==> src/rtl/range_presence_filter.sv <==
// Debounced, hysteretic presence detector fed by ultrasonic distance samples.
// A sliding window of hit bits (distance below NEAR_TH) drives a FILL/ABSENT/PRESENT
// state machine. A stale state is entered when no sample arrives for TIMEOUT_CYC cycles.
module range_presence_filter #(
    parameter int unsigned DIST_W      = 22,
    parameter int unsigned DEPTH       = 10,
    parameter int unsigned NEAR_TH     = 65536,
    parameter int unsigned ON_COUNT    = 8,
    parameter int unsigned OFF_COUNT   = 2,
    parameter int unsigned TIMEOUT_CYC = 25000000
) (
    input  logic                           clk,
    input  logic                           rst,
    input  logic                           enable,
    input  logic                           sample_valid,
    input  logic [DIST_W-1:0]              distance,
    output logic                           present,
    output logic                           present_rise,
    output logic                           present_fall,
    output logic [$clog2(DEPTH+1)-1:0]     hit_count,
    output logic                           window_full,
    output logic                           stale
);

    localparam int unsigned CNT_W = $clog2(DEPTH + 1);
    localparam int unsigned TMR_W = $clog2(TIMEOUT_CYC + 1);

    typedef enum logic [1:0] {StFill, StAbsent, StPresent, StStale} state_e;

    state_e             state_q, state_d;
    logic [DEPTH-1:0]   window_q, window_d;
    logic [CNT_W-1:0]   hit_count_q, hit_count_d;
    logic [CNT_W-1:0]   fill_q, fill_d;
    logic               window_full_q, window_full_d;
    logic [TMR_W-1:0]   timer_q, timer_d;
    logic               present_q, present_d;
    logic               rise_q, rise_d;
    logic               fall_q, fall_d;
    logic               stale_q, stale_d;

    logic               accepted;
    logic               hit;
    logic               oldest;
    logic               timeout;
    logic [CNT_W-1:0]   count_next;

    assign accepted   = sample_valid & enable;
    assign hit        = distance < DIST_W'(NEAR_TH);
    // Oldest bit only leaves the window once the window is full.
    assign oldest     = window_full_q & window_q[DEPTH-1];
    assign count_next = hit_count_q + CNT_W'(hit) - CNT_W'(oldest);
    // Fires on the edge where the timer would reach TIMEOUT_CYC; a sample wins the race.
    assign timeout    = enable & ~accepted & (state_q != StStale)
                        & (timer_q == TMR_W'(TIMEOUT_CYC - 1));

    // Inactivity timer: cleared by samples, counts while enabled, saturates.
    always_comb begin
        timer_d = timer_q;
        if (accepted) begin
            timer_d = '0;
        end else if (enable && (timer_q != TMR_W'(TIMEOUT_CYC))) begin
            timer_d = timer_q + TMR_W'(1);
        end
    end

    // Window update, state transitions and edge pulses.
    always_comb begin
        state_d       = state_q;
        window_d      = window_q;
        hit_count_d   = hit_count_q;
        fill_d        = fill_q;
        window_full_d = window_full_q;
        rise_d        = 1'b0;
        fall_d        = 1'b0;

        if (accepted) begin
            if (state_q == StStale) begin
                // The sample that ends a stale period is the first of a fresh fill.
                window_d      = {{(DEPTH-1){1'b0}}, hit};
                hit_count_d   = CNT_W'(hit);
                fill_d        = CNT_W'(1);
                window_full_d = 1'b0;
                state_d       = StFill;
            end else begin
                window_d    = {window_q[DEPTH-2:0], hit};
                hit_count_d = count_next;
                if (!window_full_q) begin
                    fill_d = fill_q + CNT_W'(1);
                end
                case (state_q)
                    StFill: begin
                        if (fill_q == CNT_W'(DEPTH - 1)) begin
                            window_full_d = 1'b1;
                            if (count_next >= CNT_W'(ON_COUNT)) begin
                                state_d = StPresent;
                                rise_d  = 1'b1;
                            end else begin
                                state_d = StAbsent;
                            end
                        end
                    end
                    StAbsent: begin
                        if (count_next >= CNT_W'(ON_COUNT)) begin
                            state_d = StPresent;
                            rise_d  = 1'b1;
                        end
                    end
                    StPresent: begin
                        if (count_next <= CNT_W'(OFF_COUNT)) begin
                            state_d = StAbsent;
                            fall_d  = 1'b1;
                        end
                    end
                    default: ;
                endcase
            end
        end else if (timeout) begin
            state_d       = StStale;
            window_d      = '0;
            hit_count_d   = '0;
            fill_d        = '0;
            window_full_d = 1'b0;
            fall_d        = (state_q == StPresent);
        end

        present_d = (state_d == StPresent);
        stale_d   = (state_d == StStale);
    end

    // State and output registers with synchronous reset.
    always_ff @(posedge clk) begin
        if (rst) begin
            state_q       <= StFill;
            window_q      <= '0;
            hit_count_q   <= '0;
            fill_q        <= '0;
            window_full_q <= 1'b0;
            timer_q       <= '0;
            present_q     <= 1'b0;
            rise_q        <= 1'b0;
            fall_q        <= 1'b0;
            stale_q       <= 1'b0;
        end else begin
            state_q       <= state_d;
            window_q      <= window_d;
            hit_count_q   <= hit_count_d;
            fill_q        <= fill_d;
            window_full_q <= window_full_d;
            timer_q       <= timer_d;
            present_q     <= present_d;
            rise_q        <= rise_d;
            fall_q        <= fall_d;
            stale_q       <= stale_d;
        end
    end

    assign present      = present_q;
    assign present_rise = rise_q;
    assign present_fall = fall_q;
    assign hit_count    = hit_count_q;
    assign window_full  = window_full_q;
    assign stale        = stale_q;

endmodule

==> config.mk <==
export PLATFORM = sky130hd
export DESIGN_NAME = range_presence_filter
export DESIGN_NICKNAME = d
export VERILOG_FILES = /design/src/rtl/range_presence_filter.sv
export SDC_FILE = /design/constraint.sdc
export NUM_CORES = 1
export LEC_CHECK = 0
export ABC_CLOCK_PERIOD_IN_PS = 7200
export BUFFER_PORTS_ARGS = -buffer_cell sky130_fd_sc_hd__buf_2
export CAP_MARGIN = 20
export CORE_MARGIN = 8
export CORE_UTILIZATION = 40
export DETAILED_ROUTE_END_ITERATION = 12
export GPL_TIMING_DRIVEN = 0
export PLACE_DENSITY_LB_ADDON = 0.25
export SLEW_MARGIN = 5
export SYNTH_ARGS = -nofsm -noshare
export SYNTH_HDL_FRONTEND = slang
export SYNTH_SLANG_ARGS = --single-unit
==> constraint.sdc <==
create_clock -name clk -period 7.2 [get_ports clk]
set_clock_uncertainty 0.15 [all_clocks]
set_input_delay 1.08 -clock clk [delete_from_list [all_inputs] [get_ports clk]]
set_output_delay 1.08 -clock clk [all_outputs]
set_load 0.01 [all_outputs]
==> impl_metrics.env <==
export IMPL_status="complete, no violations"
export IMPL_synthArstFlopShare=0
export IMPL_setup_tns_ns=0
export IMPL_fin_crit_ns=3.51
export IMPL_required_ns=7.26
export IMPL_start_util=0.415
export IMPL_grt_max_degree=16
export IMPL_remaining_drc_errors=0
export IMPL_syn_to_final_growth_pct=11.2
export IMPL_cp_end_kind="flip-flop"
export IMPL_ir_worst_vdd_mv=0.0872
export IMPL_setup_viol=0
export IMPL_stdcell_area_sq_um=2730
export IMPL_syn_instance_count=272
export IMPL_r2r_slack_ns=4.42
export IMPL_final_antenna_net_count=0
export IMPL_cts_sinks=50
export IMPL_totalWireLength_um=5320
export IMPL_grt_usage=0.124
export IMPL_cts_tree="done"
export IMPL_reg2reg_to="stale"
export IMPL_post_cts_buffers=0
export IMPL_syn_nets=307
export IMPL_clock_path_buffers=2
export IMPL_dp_hpwl_um=3930
export IMPL_critPathKind="primary input to flip-flop"
export IMPL_via_per_inst=5.42
export IMPL_hold_path_class="flip-flop to flip-flop"
export IMPL_final_max_slew_viol_count=0
export IMPL_final_nets=331
export IMPL_synth_top_family_by_area="simple AND/OR/NAND/NOR gates"
export IMPL_synth_seq_cells=50
export IMPL_synth_edff_count=0
export IMPL_hold_path_startpoint="window_q[7]"
export IMPL_synthMuxAreaShare=0.00408
export IMPL_min_delay_path_depth=1
export IMPL_cts_htree_levels=2
export IMPL_synth_simple_gate_area_frac=0.268
export IMPL_die_w_um=94.4
export IMPL_yosys_area_top_type="dfxtp_1"
export IMPL_yosysTopAreaCellShare=0.408
export IMPL_most_common_layout_cells="dfxtp_1 (50), nor2_1 (31), nand2_1 (21)"
export IMPL_synthXorXnorAreaFrac=0.0713
export IMPL_overflow=0
export IMPL_relSlewSlack=0.603
export IMPL_power_leakage_uw=0.00103
export IMPL_yosysUniqueCellTypes=57
export IMPL_core_area_sq_um=5920
export IMPL_pin_count=35
export IMPL_yosysWarningCount=0
export IMPL_antenna_found_initial=0
export IMPL_ctsResizeCount=0
export IMPL_hold_viol=0
export IMPL_worstReg2RegStart="window_full"
export IMPL_io_buffers=17
export IMPL_via_count=2018
export IMPL_drive_gt1_frac=0.138
export IMPL_worstHoldEndpoint="window_q[8]"
export IMPL_setup_worst_path_start_class="primary input"
export IMPL_grt_pass1_vias=1899
export IMPL_drtPass1Iterations=4
export IMPL_postSynthAreaPerCell_sq_um=9.03
export IMPL_die_h_um=94.4
export IMPL_final_common_cell="dfxtp_1"
export IMPL_startpoint="distance[18]"
export IMPL_gp_congestion=0.804
export IMPL_die_area_sq_um=8900
export IMPL_cts_buffers=5
export IMPL_synth_fa_ha_area_frac=0.0489
export IMPL_synthesis_area_sq_um=2460
export IMPL_powerDensity_nw_per_um2=174
export IMPL_r2r_cells=11
export IMPL_cts_root_buf="clkbuf_8"
export IMPL_synth_compound_area_frac=0.164
export IMPL_worst_pin_slew_ns=0.593
export IMPL_diodes=0
export IMPL_grt_pass1_wl_um=8870
export IMPL_synth_seq_area_share=0.408
export IMPL_synth_main_ff_cell="dfxtp_1"
export IMPL_row_count=28
export IMPL_placed_area_sq_um=2640
export IMPL_clkTransAtPathRegs_ns=0.10
export IMPL_cap_viol_max_count=0
export IMPL_synthTopCellsByArea="dfxtp_1 (41%), nor2_1 (4.7%), ha_1 (4.1%), xnor2_1 (3.6%), xor2_1 (3.6%)"
export IMPL_drt_iter0_markers=120
export IMPL_post_route_period_util=0.488
export IMPL_path_max_fanout=3
export IMPL_detail_route_wl_per_cell_um=14.3
export IMPL_fmax_mhz=285
export IMPL_cp_arrival_ns=3.57
export IMPL_hold_buffers=0
export IMPL_p_total_uw=474
export IMPL_grt_setup_unrepaired="false"
export IMPL_insertion_delay_ns=0.31
export IMPL_whs_ns=0.323
[kinds of logic (layout without fill, tap and decap cells)]
logic type / after synthesis / after routing
AO/OA/AOI/OAI: 53 / 53
XOR/XNOR: 20 / 20
adder cells (fa/ha/maj): 9 / 9
buffers and inverters: 21 / 46
flip-flops: 50 / 50
multiplexers: 1 / 1
AND/OR/NAND/NOR: 118 / 118
[routing by layer]
metal | up-vias | share of wire | track usage
li1 | 1036 | - | -
met1 | 948 | 0.48 | 0.155
met2 | 28 | 0.46 | 0.205
met3 | 6 | 0.043 | 0.0294
met4 | 0 | 0.012 | 0.0436
met5 | - | 0 | 0
[worst max-delay path: stages]
cell and delay (ns):
buf_2 0.09, nor4_1 0.26, nand2_1 0.15, ha_1 0.29
inv_1 0.05, ha_1 0.16, inv_1 0.06, fa_1 0.52
inv_1 0.05, a21oi_1 0.16, o21ai_0 0.15, a311o_1 0.39
and2_1 0.16
[metrics by stage]
stage,setup slack [ns],util,instances
after floorplan,3.72,-,272
final,3.69,0.461,372
after detailed placement,3.37,0.445,364
after CTS,3.68,0.461,372
after global placement,3.41,0.445,364
after global routing,3.41,0.461,372
[cells in the mapped netlist, types with 3 or more instances]
master and number:
xor2_1 10, nand2_1 21, a22o_1 9, o21ai_0 8, and2_1 6, nor4_1 8, nor2_1 31, or3_1 4
nand3_1 14, a21oi_1 11, clkbuf_1 4, ha_1 8, dfxtp_1 50, nand4_1 5, a31oi_1 3, xnor2_1 10
and3_1 4, inv_1 14, nor3_1 5
[power breakdown]
part           switching [uW]  internal [uW]  leakage [uW]
combinational            15.1           7.15      0.000578
clock                    95.1           77.4     0.0000472
sequential               1.53            278      0.000403
[final cells by class]
class	instances	area, sq um
Sequential cell	50	1000
Fill cell	566	3190
Buffer	7	36.3
Tap cell	75	93.8
Timing Repair Buffer	17	85.1
Multi-Input combinational cell	201	1370
Clock buffer	6	82.6
Clock inverter	2	12.5
Inverter	14	52.6
[sequential cells by signal, indices dropped and copies added (netlist names)]
signal,cells
fill_q,4
hit_count,4
present,1
present_fall,1
present_rise,1
stale,1
state_q,2
timer_q,25
window_full,1
window_q,10
[worst max path at each step]
stage                 end  depth (start not counted)
floorplan           stale                         12
global placement    stale                         13
detailed placement  stale                         13
CTS                 stale                         13
global route        stale                         13
finish              stale                         13
Note: power is estimated with default switching activity, not from simulation.
